===== src/rtl/xosera_bus_pkg.sv =====
// Shared types and constants for the Xosera 8-bit register bus initiator.
// Holds the bus phase enum, strobe/direction encodings and timing limits.
package xosera_bus_pkg;

  typedef enum logic [2:0] {
    IDLE,
    SETUP,
    STROBE,
    HOLD,
    RECOVER
  } bus_state_t;

  localparam logic cs_ENABLED  = 1'b0;
  localparam logic cs_DISABLED = 1'b1;
  localparam logic RnW_READ    = 1'b1;
  localparam logic RnW_WRITE   = 1'b0;

  localparam int TIMING_MAX = 15;

  // Phase counter reload value: cycles-1, clamped to the 1..15 range.
  function automatic logic [3:0] phase_load(input int cyc);
    int c;
    c = cyc;
    if (c < 1) c = 1;
    if (c > TIMING_MAX) c = TIMING_MAX;
    return 4'(c - 1);
  endfunction

endpackage


===== src/rtl/xosera_bus_phase_timer.sv =====
// Loadable 4-bit down-counter timing one bus phase; done when it hits zero.
// Ports: clk, rst_n (async low), load, load_val[3:0], done.
module xosera_bus_phase_timer (
  input  logic       clk,
  input  logic       rst_n,
  input  logic       load,
  input  logic [3:0] load_val,
  output logic       done
);

  logic [3:0] cnt;

  always_ff @(posedge clk or negedge rst_n) begin
    if (!rst_n) begin
      cnt <= 4'd0;
    end else if (load) begin
      cnt <= load_val;
    end else if (cnt != 4'd0) begin
      cnt <= cnt - 4'd1;
    end
  end

  assign done = (cnt == 4'd0);

endmodule


===== src/rtl/xosera_bus_initiator.sv =====
// Host-side initiator: turns 16-bit register requests into two timed byte
// cycles (even/MSB first) on the Xosera 8-bit bus.
// Ports: req_* valid/ready request, rsp_valid_o/rsp_data_o completion,
// bus_* pad-side strobes, address, data and tri-state enable.
// Option: XOSERA_BUS_BYTE_ACCESS_EN adds req_byte_i/req_bytesel_i.
module xosera_bus_initiator
  import xosera_bus_pkg::*;
#(
  parameter int SETUP_CYC   = 2,
  parameter int STROBE_CYC  = 4,
  parameter int HOLD_CYC    = 1,
  parameter int RECOVER_CYC = 1
) (
  input  logic        clk,
  input  logic        reset_n_i,
  input  logic        req_valid_i,
  output logic        req_ready_o,
  input  logic        req_rd_nwr_i,
  input  logic [3:0]  req_reg_num_i,
  input  logic [15:0] req_data_i,
`ifdef XOSERA_BUS_BYTE_ACCESS_EN
  input  logic        req_byte_i,
  input  logic        req_bytesel_i,
`endif
  output logic        rsp_valid_o,
  output logic [15:0] rsp_data_o,
  output logic        bus_cs_n_o,
  output logic        bus_rd_nwr_o,
  output logic        bus_bytesel_o,
  output logic [3:0]  bus_reg_num_o,
  output logic [7:0]  bus_data_o,
  output logic        bus_data_oe_o,
  input  logic [7:0]  bus_data_i
);

  localparam logic [3:0] LD_SETUP   = phase_load(SETUP_CYC);
  localparam logic [3:0] LD_STROBE  = phase_load(STROBE_CYC);
  localparam logic [3:0] LD_HOLD    = phase_load(HOLD_CYC);
  localparam logic [3:0] LD_RECOVER = phase_load(RECOVER_CYC);

  bus_state_t  state;
  logic        byte_idx;
  logic        single;
  logic [15:0] data_q;

  logic        load;
  logic [3:0]  load_val;
  logic        done;
  logic        more;

  logic        req_single;
  logic        req_bsel;
  logic [15:0] wdata;
  logic        first_sel;

`ifdef XOSERA_BUS_BYTE_ACCESS_EN
  assign req_single = req_byte_i;
  assign req_bsel   = req_bytesel_i;
`else
  assign req_single = 1'b0;
  assign req_bsel   = 1'b0;
`endif

  // A byte write repeats its low byte in both halves so either
  // bytesel lane presents req_data_i[7:0].
  assign wdata = req_single ?
                 {req_data_i[7:0], req_data_i[7:0]} :
                 req_data_i;
  assign first_sel = req_single & req_bsel;
  assign more = ~byte_idx & ~single;

  always_comb begin
    load     = 1'b0;
    load_val = 4'd0;
    unique case (state)
      IDLE: begin
        if (req_valid_i) begin
          load     = 1'b1;
          load_val = LD_SETUP;
        end
      end
      SETUP: begin
        if (done) begin
          load     = 1'b1;
          load_val = LD_STROBE;
        end
      end
      STROBE: begin
        if (done) begin
          load     = 1'b1;
          load_val = LD_HOLD;
        end
      end
      HOLD: begin
        if (done) begin
          load     = 1'b1;
          load_val = LD_RECOVER;
        end
      end
      RECOVER: begin
        if (done && more) begin
          load     = 1'b1;
          load_val = LD_SETUP;
        end
      end
      default: ;
    endcase
  end

  xosera_bus_phase_timer u_timer (
    .clk      (clk),
    .rst_n    (reset_n_i),
    .load     (load),
    .load_val (load_val),
    .done     (done)
  );

  always_ff @(posedge clk or negedge reset_n_i) begin
    if (!reset_n_i) begin
      state         <= IDLE;
      byte_idx      <= 1'b0;
      single        <= 1'b0;
      data_q        <= 16'h0000;
      req_ready_o   <= 1'b1;
      rsp_valid_o   <= 1'b0;
      rsp_data_o    <= 16'h0000;
      bus_cs_n_o    <= cs_DISABLED;
      bus_rd_nwr_o  <= RnW_READ;
      bus_bytesel_o <= 1'b0;
      bus_reg_num_o <= 4'd0;
      bus_data_o    <= 8'h00;
      bus_data_oe_o <= 1'b0;
    end else begin
      rsp_valid_o <= 1'b0;
      unique case (state)
        IDLE: begin
          if (req_valid_i) begin
            state         <= SETUP;
            req_ready_o   <= 1'b0;
            single        <= req_single;
            byte_idx      <= first_sel;
            data_q        <= wdata;
            bus_rd_nwr_o  <= req_rd_nwr_i;
            bus_reg_num_o <= req_reg_num_i;
            bus_bytesel_o <= first_sel;
            bus_data_o    <= first_sel ? wdata[7:0]
                                       : wdata[15:8];
            bus_data_oe_o <= (req_rd_nwr_i == RnW_WRITE);
          end
        end
        SETUP: begin
          if (done) begin
            state      <= STROBE;
            bus_cs_n_o <= cs_ENABLED;
          end
        end
        STROBE: begin
          if (done) begin
            state      <= HOLD;
            bus_cs_n_o <= cs_DISABLED;
            if (bus_rd_nwr_o == RnW_READ) begin
              if (single || byte_idx) begin
                rsp_data_o[7:0] <= bus_data_i;
              end else begin
                rsp_data_o[15:8] <= bus_data_i;
              end
            end
          end
        end
        HOLD: begin
          if (done) begin
            state         <= RECOVER;
            bus_data_oe_o <= 1'b0;
          end
        end
        RECOVER: begin
          if (done) begin
            if (more) begin
              state         <= SETUP;
              byte_idx      <= 1'b1;
              bus_bytesel_o <= 1'b1;
              bus_data_o    <= data_q[7:0];
              bus_data_oe_o <= (bus_rd_nwr_o == RnW_WRITE);
            end else begin
              state       <= IDLE;
              req_ready_o <= 1'b1;
              rsp_valid_o <= 1'b1;
            end
          end
        end
        default: state <= IDLE;
      endcase
    end
  end

endmodule

===== config.mk =====
export PLATFORM = sky130hd
export DESIGN_NAME = xosera_bus_initiator
export DESIGN_NICKNAME = d
export VERILOG_FILES = /design/src/rtl/xosera_bus_pkg.sv /design/src/rtl/xosera_bus_phase_timer.sv /design/src/rtl/xosera_bus_initiator.sv
export SDC_FILE = /design/constraint.sdc
export NUM_CORES = 1
export LEC_CHECK = 0
export ABC_AREA = 0
export BUFFER_PORTS_ARGS = -buffer_cell sky130_fd_sc_hd__buf_2
export CORE_MARGIN = 2
export CORE_UTILIZATION = 26
export CTS_CLUSTER_DIAMETER = 120
export DETAILED_ROUTE_END_ITERATION = 8
export SETUP_SLACK_MARGIN = 0.05
export SLEW_MARGIN = 20
export SYNTH_ARGS = -nofsm -noshare
export SYNTH_HDL_FRONTEND = slang
export SYNTH_HIERARCHICAL = 1
export SYNTH_SLANG_ARGS = --single-unit

===== constraint.sdc =====
create_clock -name clk -period 6 [get_ports clk]
set_clock_uncertainty 0.15 [all_clocks]
set_input_delay 0.3 -clock clk [delete_from_list [all_inputs] [get_ports clk]]
set_output_delay 0.3 -clock clk [all_outputs]
set_load 0.01 [all_outputs]

* After elaboration in Yosys (flattened, before gate mapping)
Index checks and enable logic that the tools add are counted.
** Operators by class
- Add/subtract/negate cells :: 1
- Eq/ne operators :: 11
- Muxes and demuxes :: 38
- Bitwise gates (word level) :: 3
- Reductions and logical operators :: 17
** Operator list (count)
- 8-bit two-way mux :: 3
- 1-bit two-way mux :: 19
- 8-bit case mux with 2 select lines :: 1
- 4-bit AND reduction :: 4
- 3-bit two-way mux :: 5
- 3-bit case mux with 5 select lines :: 1
- 2-bit inequality test (second input constant) :: 7
- 5-bit AND reduction :: 2
- 4-bit two-way mux :: 2
- 3-bit by 2-bit equality test with 1-bit output (second input constant) :: 2
- 1-bit case mux with 2 select lines :: 3
- 1-bit case mux with 3 select lines :: 2
- 2-bit case mux with 3 select lines :: 1
- 2-bit nonzero test :: 3
- 4-bit logical NOT :: 1
- 4-bit nonzero test :: 1
- 4-bit by 1-bit subtractor with 4-bit output (second input constant) :: 1
- 3-bit by 1-bit equality test with 1-bit output (second input constant) :: 1
- 3-bit equality test (second input constant) :: 1
- 3-bit logical NOT :: 1
- 1-bit inverter :: 3
- 3-bit AND reduction :: 1
- 3-bit nonzero test :: 1
- 3-bit OR reduction :: 1
- 3 further kinds :: 3
** Word-level totals
- Register bits after elaboration :: 49
- Input port bits :: 32
- Word-level logic and storage cells :: 83

* Depth between registers and ports, before layout
Gate-level depths: netlist (run 1).
- Depth after elaboration :: 5
- Gate-level depth with buffers :: 9
- Depth with buffers taken out :: 8

* Modules after synthesis
Netlist (run 1), hierarchy kept.
** By module, submodules not included
- xosera_bus_initiator :: instances 1, cells an instance 141, area each 2005.7 um^2, seq. area each 1129.8 um^2
- xosera_bus_phase_timer :: instances 1, cells an instance 22, area each 234.0 um^2, seq. area each 100.1 um^2

* Worst setup path before layout (run 1)
OpenSTA, ideal clock, no wires.
- Path kind :: register -> register
- Start point :: register u_timer.cnt[0]
- End point :: register bus_data_o[0]
- Setup time :: 0.125 ns
- Data arrival time :: 1.902 ns
- Required time :: 5.725 ns
- Path slack :: 3.823 ns
- Stages on the path, launching flop included :: 8
- Buffers on the path :: 1
- Clock period less this slack :: 2.177 ns
- Cell sequence :: dfrtp_1 -> inv_1 -> ha_1 -> nor3b_4 -> buf_2 -> nand3b_1 -> a21boi_2 -> mux2_2
** Between the ends
- Cells in the longest elaborated chain, start to end :: 3
** Ends and longest elaborated chain
- from (decl) :: RTL line xosera_bus_phase_timer.sv:11 : logic [3:0] cnt;
- from (signal assigned) :: RTL line xosera_bus_phase_timer.sv:17 : cnt <= load_val;
- from (signal assigned) :: RTL line xosera_bus_phase_timer.sv:19 : cnt <= cnt - 4'd1;
- 4-bit logical NOT :: RTL line xosera_bus_phase_timer.sv:23 : assign done = (cnt == 4'd0);
- net done :: RTL line xosera_bus_initiator.sv:48 : logic done;
- 2-bit inequality test (no source line)
- 4-bit AND reduction (no source line)
- to (signal assigned) :: RTL line xosera_bus_initiator.sv:146 : bus_data_o <= first_sel ? wdata[7:0]
- to (signal assigned) :: RTL line xosera_bus_initiator.sv:182 : bus_data_o <= data_q[7:0];
- to (decl) :: RTL line xosera_bus_initiator.sv:31 : output logic [7:0] bus_data_o,
The timed path passes the listed nets, and every way through them passes these cells.
A chain may end at the register's enable or synchronous reset.

* Final worst setup path (run 1)
- Start point :: register u_timer.cnt[0]
- End point :: register bus_data_o[3]
Same word-level chain as after synthesis.

==> results of run 1 <==
==> state kept, by name, indices dropped and copies added, names as in the netlist <==
register,count
bus_cs_n_o,1
bus_data_o,8
bus_data_oe_o,1
bus_rd_nwr_o,1
bus_reg_num_o,4
byte_idx,1
data_q,8
req_ready_o,1
rsp_data_o,16
rsp_valid_o,1
state,3
u_timer/cnt,4
==> report_power, final <==
part	switching (W)	internal, W
clock	0.000106	0.000136
sequential	0.000103	0.000474
combinational	0.000216	0.000259
==> metal layers <==
layer	up-vias	routed length [um]	track usage (%)
li1	719	-	-
met1	768	2109	12.81
met2	30	2202	15.97
met3	3	132	2.312
met4	0	37	3.142
met5	-	0	0
==> worst max-delay path, cell delays in order, from the launching register on <==
cell	delay, ns
dfrtp_1	0.39
inv_1	0.08
ha_1	0.22
nor3b_4	0.52
nand3b_1	0.20
a21boi_2	0.46
mux2_2	0.39
==> logic make-up (layout without fill, tap and decap cells) <==
family,count (synthesis),in the layout,share of synthesized area [%]
compound gates,21,21,6.705
fa+ha+maj,1,1,0.5586
simple gates,28,28,9.218
flops,49,49,54.92
xor+xnor,2,2,0.7823
mux,48,48,24.02
buf+inv,13,82,3.631
other cells,1,2,0.1674
==> stage by stage <==
step	total power (W)	std cells
global placement	0.001048	328
floorplan	0.0009065	164
global route	0.001391	338
finish	0.001295	338
CTS	0.001314	337
detailed placement	0.001063	328
==> cells in the final DEF (no fill, tap or decap), drive strengths merged, types with 2 or more instances in the layout <==
cell     n
a211o    2
a21o     2
a21oi    2
and3     2
buf     68
clkbuf   7
conb     2
dfrtp   46
dfstp    3
inv      5
mux2    46
mux2i    2
nand2    6
nor2     4
nor2b    2
nor3     2
nor3b    3
nor4b    2
o21ai    7
==> path summary, 6_finish.rpt <==
check | end | slack, ns | cells after the start
setup / recovery | bus_data_o[3]$_DFFE_PN0P_ | 3.49 | 6
hold / removal | data_q[2]$_DFFE_PN0P_ | 0.08 | 2
setup reg to reg | bus_data_o[3]$_DFFE_PN0P_ | 3.49 | 6
hold reg to reg | req_ready_o$_DFFE_PN1P_ | 0.35 | 1
max in group asynchronous | rsp_data_o[2]$_DFFE_PN0P_ | 4.82 | 3
min in group asynchronous | data_q[5]$_DFFE_PN0P_ | 0.47 | 3
==> cell usage after synthesis, drive strengths merged (3+ instances only) <==
| library cell | number | area (sq um) |
|---|---|---|
| nor3b | 3 | 38.79 |
| buf | 7 | 58.80 |
| inv | 5 | 18.77 |
| dfrtp | 46 | 1151 |
| mux2 | 46 | 518.0 |
| nand2 | 6 | 22.52 |
| nor2 | 4 | 15.01 |
| o21ai | 7 | 35.03 |
| dfstp | 3 | 78.83 |
==> layout make-up <==
type	instances	area, sq um
clock inverter	1	30.03
clock buffer	7	86.33
multi-input combinational	102	932.1
fill	850	5505
tap	105	131.4
timing repair buffer	69	365.4
inverter	5	18.77
sequential	49	1230
==> timing repair <==
item / in CTS / in global routing
setup buffers: 0 / 0
hold buffers: 1 / 0
endpoints found under the hold margin: 46 / 0
setup endpoints to repair: 0 / 0
==> out/results.tsv, run 1 <==
stage	metric	value	unit
floorplan	Die ar.	9372	sq um
critical_path	CP endpoint kind	flip-flop	
detailed_routing	via density per instance	4.497	
synth	flops & latches, synth	49	
global_routing	initial antenna violation count	0	
detailed_routing	via count	1520	
clocking	CTS max path bufs	2	
finish	design area	2794	sq um
synth	Post-synth EDFFs	0	
floorplan	starting utilization of the core area	26.99	%
min_path	HP Start	req_data_i[2]	
sta	hold_ws	0.08018	ns
placed_design	dpl hpwl	3276	um
finish	layout cells sized above 1	55.79	%
critical_path	Critical Path RT	6.04	ns
power	peak supply drop	0.1403	mV
placed_design	dpl ws	3.460	ns
global_routing	first-pass GRT wire length	7631	um
global_routing	all-layer global routing usage	9.780	%
finish	Area Growth Syn to Fin	24.75	%
sta	Max Freq	397.6	MHz
clocking	H-tree depth	2	
detailed_routing	Post-Route WL	4481	um
detailed_routing	post-route ant nets	0	
finish	post-layout util	33.67	%
sta	Min Clock Period, post-route	2.515	ns
critical_path	Worst Path Max Fanout	14	
synth	Post-synth ARST share	100.0	%
critical_path	CP Launch Point	u_timer/cnt[0]$_DFFE_PN0P_	
min_path	worst hold path class	primary input to flip-flop	
synth	sequential-to-total area share from yosys stat	54.92	%
critical_path	critical path class	flip-flop to flip-flop	
clocking	clock sink total	49	
critical_path	crit path launch type	flip-flop	
clocking	cts bufs inserted	5	
synth	Yosys cell types	44	
sta	# setup viols final	0	
synth	Avg Cell Area, Syn	13.74	sq um
sta	max-slew violation count	0	
sta	measured slew at the worst slew-check pin	0.6270	ns
clocking	post_cts resized	0	
critical_path	crit path DAT	2.55	ns
clocking	Clock transition at path regs	0.09	ns
outcome	outcome	finished clean	
power	LEAKAGE	1.332	nW
detailed_routing	DRC	0	
sta	setup tns final	0	ns
floorplan	chip height	96.81	um
job	max-cap viol count	0	
synth	mapped cell area	2240	sq um
sta	Final Hold Viols	0	
floorplan	core area	8299	sq um
floorplan	Rows	33	
power	PD cells	463.4	nW/um^2
global_routing	largest net degree at the start of global routing	50	
placed_design	IO buf count	65	
synth	yosys warns	6	
finish	Final #Nets	265	
clocking	Root Driver	clkbuf_8	
detailed_routing	drt wl/cell	13.26	um
detailed_routing	drt pass-1 iters	4	
synth	Synth Flop Type	dfrtp_1	
clocking	CTS tree	done	
placed_design	routability cong.	0.7732	
global_routing	GR Overflow Total	0	
detailed_routing	Starting DRT DRC Count	69	
critical_path	Worst R2R Start	u_timer/cnt[0]$_DFFE_PN0P_	
clocking	Clock Latency Late Sink	0.30	ns
sta	Tcrit/Tclk final	41.91	%
sta	RSZ-0062 raised after global routing	false	
global_routing	vias in the first global route	1606	
sta	Final WS setup	3.485	ns
floorplan	Chip Width	96.81	um
sta	max-slew headroom at the worst pin	58.02	%
finish	antenna cells	0	
floorplan	boundary pin count	66	
placed_design	post-place instance area	2653	sq um
synth	Mapped Cells	163	
Power figures use the tool's default switching activity.
==> run 2, diff against run 1 <==
--- a/config.mk
+++ b/config.mk
@@ -5,7 +5,7 @@
 export SDC_FILE = /design/constraint.sdc
 export NUM_CORES = 1
 export LEC_CHECK = 0
-export ABC_AREA = 0
+export ABC_AREA = 1
 export BUFFER_PORTS_ARGS = -buffer_cell sky130_fd_sc_hd__buf_2
 export CORE_MARGIN = 2
 export CORE_UTILIZATION = 26
==> constraint.sdc (replaced) <==
create_clock -name clk -period 2.5 [get_ports clk]
set_clock_uncertainty 0.15 [all_clocks]
set_input_delay 0.125 -clock clk [delete_from_list [all_inputs] [get_ports clk]]
set_output_delay 0.125 -clock clk [all_outputs]
set_load 0.01 [all_outputs]
==> out/results.tsv, run 2 <==
stage	metric	value	unit	change
finish	Largest regs	rsp_data_o (16), bus_data_o (8), data_q (8)		
finish	Biggest register	rsp_data_o		
global_routing	largest net degree at the start of global routing	21		-58%
detailed_routing	via count	2035		+34%
floorplan	starting utilization of the core area	26.33	%	-0.65 points
global_routing	initial antenna violation count	0		unchanged
synth	Avg Cell Area, Syn	8.659	sq um	-37%
clocking	cts bufs inserted	5		unchanged
finish	antenna cells	0		unchanged
critical_path	Slowest cell on crit path	dfrtp_1		
synth	yosys warns	6		unchanged
sta	Final WS setup	0.2753	ns	-3.210 ns
clocking	Clock transition at path regs	0.10	ns	about the same
synth	Synth Area in Compound Gates	13.77	%	+7.1 points
synth	Yosys cell types	31		-30%
synth	Synth Area in Adders	0.5216	%	-0.037 points
critical_path	worst reg2reg path endpoint	u_timer/cnt[1]$_DFFE_PN0P_		
critical_path	critical-path cell list	inv_1 > ha_1 > nand2_1 > inv_1 > inv_1 > nand3_1 > nand2_4 > nor2_4 > nand2_1 > nand3_2 > nand2_1 > o21ai_0 > nand2_1 > o21ai_0		
floorplan	Die ar.	10010	sq um	+6.8%
synth	sequential-to-total area share from yosys stat	51.28	%	-3.6 points
sta	Tcrit/Tclk final	88.99	%	+47 points
synth	Mapped Cells	277		+70%
critical_path	Worst Path Max Fanout	10		-4
critical_path	Worst R2R Start	u_timer/cnt[0]$_DFFE_PN0P_		
detailed_routing	drt pass-1 iters	4		unchanged
finish	non-filler cells in the finished layout	486		+44%
floorplan	boundary pin count	66		unchanged
critical_path	crit path launch type	flip-flop		
global_routing	GR Overflow Total	0		unchanged
synth	Yosys top cell by area	dfrtp_1		
critical_path	CP endpoint kind	flip-flop		
detailed_routing	post-route ant nets	0		unchanged
critical_path	crit path DAT	2.26	ns	-0.29 ns
detailed_routing	DRC	0		unchanged
sta	Max Freq	449.5	MHz	+13%
power	peak supply drop	0.3441	mV	+150%
min_path	worst hold path class	primary input to flip-flop		
synth	post-synthesis share of cell area spent on xor and xnor gates	0.3652	%	-0.42 points
placed_design	dpl ws	0.1497	ns	-3.310 ns
critical_path	most used cell, CP	nand2_1		
sta	max-slew violation count	0		unchanged
clocking	CTS tree	done		
global_routing	first-pass GRT wire length	9818	um	+29%
min_path	hold depth	5		+3
critical_path	R2R depth	14		+8
synth	mux share of post-synthesis cell area	0	%	-24 points
floorplan	core area	9109	sq um	+9.8%
clocking	Clock Latency Late Sink	0.30	ns	about the same
sta	setup tns final	0	ns	unchanged
critical_path	Worst R2R Setup Slack	0.28	ns	-3.21 ns
placed_design	routability cong.	0.8649		+12%
synth	top cells by count, synth	nand2_1, dfrtp_1, inv_1		
finish	Area Growth Syn to Fin	34.69	%	
sta	Final Hold Viols	0		unchanged
power	power consumption	0.003173	W	+150%
synth	flops & latches, synth	49		unchanged
floorplan	Chip Width	100.0	um	+3.3%
synth	Post-synth ARST share	100.0	%	unchanged
outcome	outcome	finished clean		
sta	# setup viols final	0		unchanged
synth	Synth Flop Type	dfrtp_1		
min_path	Hold EP	bus_data_o[7]$_DFFE_PN0P_		
min_path	HP Start	req_data_i[15]		
synth	mapped cell area	2399	sq um	+7.1%
placed_design	dpl hpwl	4131	um	+26%
finish	Final #Nets	407		+54%
clocking	clock sink total	49		unchanged
finish	max reg flops	16		unchanged
synth	Synth area leaders	dfrtp_1, nand2_1, o21ai_2		
placed_design	Post-Place Cells	451		+38%
power	PD cells	982.1	nW/um^2	+110%
synth	count leader, synth	nand2_1		
sta	hold_ws	0.004903	ns	-0.07527 ns
detailed_routing	drt wl/cell	11.77	um	-11%
sta	RSZ-0062 raised after global routing	false		
finish	most common cell after layout, fill and taps aside	nand2_1		
job	max-cap viol count	0		unchanged
power	LEAKAGE	1.707	nW	+28%
clocking	Root Driver	clkbuf_8		
critical_path	Critical Path RT	2.54	ns	-3.50 ns
global_routing	all-layer global routing usage	12.22	%	+2.4 points
synth	Post-synth EDFFs	0		unchanged
placed_design	IO buf count	65		unchanged
sta	Min Clock Period, post-route	2.225	ns	-0.2901 ns
detailed_routing	via density per instance	4.187		-6.9%
critical_path	critical path's largest stage delay	0.35	ns	-0.17 ns
clocking	H-tree depth	2		unchanged
finish	commonest cells after routing, fill and taps aside	nand2_1, buf_2, dfrtp_1		
detailed_routing	Post-Route WL	5718	um	+28%
clocking	CTS max path bufs	2		unchanged
floorplan	chip height	100.0	um	+3.3%
critical_path	critical path class	flip-flop to flip-flop		
synth	largest family of logic cells by synthesized area	simple AND/OR/NAND/NOR gates		
global_routing	vias in the first global route	2053		+28%
synth	top cell type's share of synthesized area	47.99	%	-3.4 points
floorplan	Rows	35		+6.1%
finish	layout cells sized above 1	30.40	%	-25 points
synth	Post-Synth Simple-Gate Area	25.72	%	+16 points
detailed_routing	Starting DRT DRC Count	119		+72%
run 2: cell count changes after synthesis, sizes merged, moves of 3 or more:
cell,change
nand2,+93
nor3b,-3
mux2,-46
inv,+32
nand4,+3
nor2,+8
o21ai,+40
nand3,+14
run 2: report_power, final:
part           internal (W)  switching [W]
registers           0.00108       0.000172
clock network      0.000301       0.000275
logic              0.000517       0.000825
total               0.00190        0.00127
run 2: critical path, delay by kind of cell, from the launching register on:
family	cells	cell delay [ns]
simple gates	8	0.94
flops	1	0.35
compound gates	2	0.19
buf+inv	3	0.24
fa+ha+maj	1	0.25
run 2: worst max-delay path by stage:
stage                                           from                          to  slack (ns)  cells past startpoint
after floorplan           u_timer/cnt[0]$_DFFE_PN0P_  u_timer/cnt[3]$_DFFE_PN0P_        0.30                     16
after global placement    u_timer/cnt[0]$_DFFE_PN0P_  u_timer/cnt[0]$_DFFE_PN0P_        0.28                     14
after detailed placement  u_timer/cnt[0]$_DFFE_PN0P_  u_timer/cnt[1]$_DFFE_PN0P_        0.15                     14
after CTS                 u_timer/cnt[0]$_DFFE_PN0P_  u_timer/cnt[1]$_DFFE_PN0P_        0.14                     13
after global routing      u_timer/cnt[0]$_DFFE_PN0P_  u_timer/cnt[0]$_DFFE_PN0P_        0.05                     14
final                     u_timer/cnt[0]$_DFFE_PN0P_  u_timer/cnt[1]$_DFFE_PN0P_        0.28                     14
run 2: stage by stage:
stage	util, %	area, sq um
floorplan	-	2402
global placement	31.20	2841
detailed placement	31.20	2841
CTS	35.27	3213
global route	35.47	3231
finish	35.47	3231
run 2: repair_timing:
| action | 4_1_cts | 5_1_grt |
|---|---|---|
| setup buffers | 0 | 1 |
| setup endpoints to repair | 0 | 4 |
| endpoints found under the hold margin | 49 | 0 |
| gates resized for setup | 0 | 3 |
| hold buffers | 26 | 0 |
run 2: layout make-up:
cell class / count / area, sq um
Clock buffer: 6 / 72.57
Tap cell: 111 / 138.9
Clock inverter: 2 / 38.79
Inverter: 37 / 141.4
Fill cell: 936 / 5878
Multi-Input combinational cell: 185 / 985.9
Sequential cell: 49 / 1230
Timing Repair Buffer: 96 / 623.1
run 2: logic make-up (layout without fill, tap and decap cells):
| kind of cell | count (synthesis) | count (layout) |
|---|---|---|
| AND/OR/NAND/NOR | 129 | 129 |
| other | 1 | 2 |
| AO/OA/AOI/OAI | 52 | 52 |
| flip-flops | 49 | 49 |
| buffers and inverters | 44 | 141 |
| XOR/XNOR | 1 | 1 |
| adder cells (fa/ha/maj) | 1 | 1 |
run 2: per-layer routing:
layer	GRT usage (%)	vias to the layer above	part of all wire (%)
met2	19.28	45	47
met5	0	-	0
li1	-	1062	-
met3	2.925	8	4.1
met1	16.67	920	47
met4	3.793	0	1.4
==> run 3, diff against run 2 <==
--- a/config.mk
+++ b/config.mk
@@ -8,12 +8,12 @@
 export ABC_AREA = 1
 export BUFFER_PORTS_ARGS = -buffer_cell sky130_fd_sc_hd__buf_2
 export CORE_MARGIN = 2
-export CORE_UTILIZATION = 26
+export CORE_UTILIZATION = 51
 export CTS_CLUSTER_DIAMETER = 120
 export DETAILED_ROUTE_END_ITERATION = 8
+export PLACE_DENSITY = 0.79
 export SETUP_SLACK_MARGIN = 0.05
 export SLEW_MARGIN = 20
 export SYNTH_ARGS = -nofsm -noshare
 export SYNTH_HDL_FRONTEND = slang
-export SYNTH_HIERARCHICAL = 1
 export SYNTH_SLANG_ARGS = --single-unit
==> out/results.tsv, run 3 <==
stage	metric	value	unit	change
synth	mapped cell area	2272	sq um	-5.3%
floorplan	core area	4324	sq um	-53%
placed_design	dpl hpwl	3408	um	-18%
global_routing	first-pass GRT wire length	8901	um	-9.3%
outcome	failing checks	negative hold slack		
global_routing	initial antenna violation count	0		unchanged
critical_path	Worst R2R Start	u_timer.cnt[0]$_DFFE_PN0P_		
critical_path	R2R depth	7		-7
synth	top cell type's share of synthesized area	50.66	%	+2.7 points
detailed_routing	drt wl/cell	12.89	um	+9.6%
sta	setup tns final	0	ns	unchanged
clocking	clock sink total	49		unchanged
detailed_routing	DRC	0		unchanged
clocking	CTS tree	done		
finish	Final #Nets	377		-7.4%
clocking	Clock Latency Late Sink	0.30	ns	about the same
finish	commonest cells after routing, fill and taps aside	nand2_1, buf_2, dfrtp_1		
synth	Avg Cell Area, Syn	9.125	sq um	+5.4%
sta	Max Freq	548.0	MHz	+22%
floorplan	starting utilization of the core area	52.55	%	+26 points
finish	Biggest register	rsp_data_o		
synth	sequential-to-total area share from yosys stat	54.13	%	+2.9 points
finish	antenna cells	0		unchanged
critical_path	crit path DAT	1.85	ns	-0.41 ns
placed_design	IO buf count	65		unchanged
finish	max reg flops	16		unchanged
power	peak supply drop	0.5532	mV	+61%
finish	most common cell after layout, fill and taps aside	nand2_1		
sta	Final Hold Viols	1		+1
sta	hold_ws	-0.002187	ns	-0.007089 ns
synth	flops & latches, synth	49		unchanged
synth	Synth area leaders	dfrtp_1, nand2_1, inv_1		
detailed_routing	Post-Route WL	5119	um	-10%
clocking	post_cts resized	0		unchanged
synth	Post-synth EDFFs	0		unchanged
floorplan	boundary pin count	66		unchanged
job	max-cap viol count	0		unchanged
critical_path	CP endpoint kind	flip-flop		
critical_path	worst reg2reg path endpoint	rsp_data_o[11]$_DFFE_PN0P_		
floorplan	Rows	24		-31%
global_routing	all-layer global routing usage	22.34	%	+10 points
synth	Synth Flop Type	dfrtp_1		
critical_path	Worst R2R Setup Slack	0.68	ns	+0.40 ns
sta	RSZ-0062 raised after global routing	false		
critical_path	Worst Path Max Fanout	16		+6
power	PD cells	1004	nW/um^2	+2.2%
critical_path	Critical Path RT	2.52	ns	-0.02 ns
outcome	outcome	finished, violations left		
synth	Mapped Cells	249		-10%
floorplan	Chip Width	70.75	um	-29%
clocking	H-tree depth	2		unchanged
global_routing	vias in the first global route	1982		-3.5%
clocking	cts bufs inserted	5		unchanged
placed_design	routability cong.	0.8449		-2.3%
power	LEAKAGE	1.531	nW	-10%
synth	count leader, synth	nand2_1		
detailed_routing	Starting DRT DRC Count	103		-13%
synth	Mapped Nets	282		
sta	Tcrit/Tclk final	72.99	%	-16 points
min_path	Hold EP	bus_data_o[0]$_DFFE_PN0P_		
finish	Area Growth Syn to Fin	30.73	%	
min_path	HP Start	req_data_i[8]		
synth	Yosys top cell by area	dfrtp_1		
min_path	worst hold path class	primary input to flip-flop		
synth	Post-synth ARST share	100.0	%	unchanged
sta	Min Clock Period, post-route	1.825	ns	-0.3999 ns
floorplan	chip height	70.75	um	-29%
clocking	Root Driver	clkbuf_8		
clocking	CTS max path bufs	2		unchanged
synth	top cells by count, synth	nand2_1, dfrtp_1, inv_1		
global_routing	largest net degree at the start of global routing	28		+33%
detailed_routing	drt pass-1 iters	4		unchanged
min_path	hold depth	3		-2
sta	measured slew at the worst slew-check pin	0.5891	ns	
sta	max-slew headroom at the worst pin	60.68	%	
finish	filler cell count	345		-63%
finish	layout cells sized above 1	31.59	%	+1.2 points
floorplan	Die ar.	5005	sq um	-50%
detailed_routing	via density per instance	4.889		+17%
sta	# setup viols final	0		unchanged
sta	max-slew violation count	0		unchanged
clocking	Clock transition at path regs	0.10	ns	about the same
critical_path	crit path launch type	flip-flop		
synth	yosys warns	0		-6
detailed_routing	via count	1941		-4.6%
finish	post-layout util	68.69	%	+33 points
finish	Largest regs	rsp_data_o (16), bus_data_o (8), data_q (8)		
detailed_routing	post-route ant nets	0		unchanged
critical_path	critical path class	flip-flop to flip-flop		
global_routing	GR Overflow Total	0		unchanged
synth	Yosys cell types	28		-9.7%
==> run 3: changes by cell type after synthesis, moves of 2 or more <==
cell and delta:
nand4_4 -2, o21ai_0 -8, nor2_4 +3, nand2_1 -17
xor2_1 +2, inv_2 +2, nor2_2 +2, a21oi_1 -2
nor3_1 +2, nand3_1 -4, o21ai_2 -6, inv_1 -9
o21ai_1 +9, nand3_2 +4
==> run 3: worst max-delay path by stage <==
stage	depth (start not counted)	from	slack [ns]	to
after floorplan	10	u_timer.cnt[0]$_DFFE_PN0P_	0.87	byte_idx$_DFFE_PN0P_
after global placement	7	u_timer.cnt[0]$_DFFE_PN0P_	0.74	rsp_data_o[8]$_DFFE_PN0P_
after detailed placement	7	u_timer.cnt[0]$_DFFE_PN0P_	0.69	rsp_data_o[12]$_DFFE_PN0P_
after CTS	7	u_timer.cnt[0]$_DFFE_PN0P_	0.67	rsp_data_o[12]$_DFFE_PN0P_
after global routing	7	u_timer.cnt[0]$_DFFE_PN0P_	0.47	rsp_data_o[14]$_DFFE_PN0P_
final	7	u_timer.cnt[0]$_DFFE_PN0P_	0.68	rsp_data_o[11]$_DFFE_PN0P_
==> run 3: metrics by stage <==
stage | hold slack (ns) | std cells | total power [W] | setup WS, ns | instance area, sq um
final | -0.002187 | 397 | 0.002981 | 0.6752 | 2970
after CTS | 0.003484 | 397 | 0.002968 | 0.6697 | 2970
after detailed placement | -0.03037 | 362 | 0.002476 | 0.6885 | 2615
after global routing | 0.004986 | 397 | 0.003211 | 0.4720 | 2970
after floorplan | -0.3206 | 249 | 0.002134 | 0.8695 | 2272
after global placement | -0.03509 | 362 | 0.002436 | 0.7420 | 2615
==> run 3: cell type report <==
type,instances,area [sq um],share of cell area (%)
multi-input combinational,165,870.8,29.32
clock buffer,7,76.32,2.570
inverter,29,108.9,3.665
timing repair buffer,94,610.6,20.56
tap,52,65.06,2.190
clock inverter,1,8.758,0.2949
sequential,49,1230,41.41
==> run 3: cell families after synthesis <==
group | count (synthesis) | share of synthesized area (%)
xor gates and xnor gates | 3 | 1.157
DFF | 49 | 54.13
and+or+nand+nor | 115 | 24.39
adders and majority gates | 1 | 0.5506
buffers and inverters | 35 | 7.543
AOI/OAI and AO/OA | 46 | 12.22
==> run 3: power by group <==
group,switching (W),internal (W)
sequential,0.000178,0.00109
clock,0.000257,0.000200
combinational,0.000764,0.000492
total,0.00120,0.00178
==> run 3: metal layers <==
layer  track usage (%)  share of wire [%]
met2             35.72                 48
met4             6.709                1.6
met3             5.983                5.8
met1             30.17                 44
met5                 0                  0
==> run 3: what timing repair did <==
action | CTS | global route
hold endpoints to repair | 57 | 0
buffers inserted | 0 | 0
hold buffers | 27 | 0
==> run 3: worst max-delay path, stage by stage, from the launching register on <==
cell	delay (ns)
dfrtp_1	0.37
inv_1	0.10
ha_1	0.23
nand2_2	0.15
nor2_2	0.18
nand3_2	0.30
nand2_1	0.17
o21ai_2	0.06
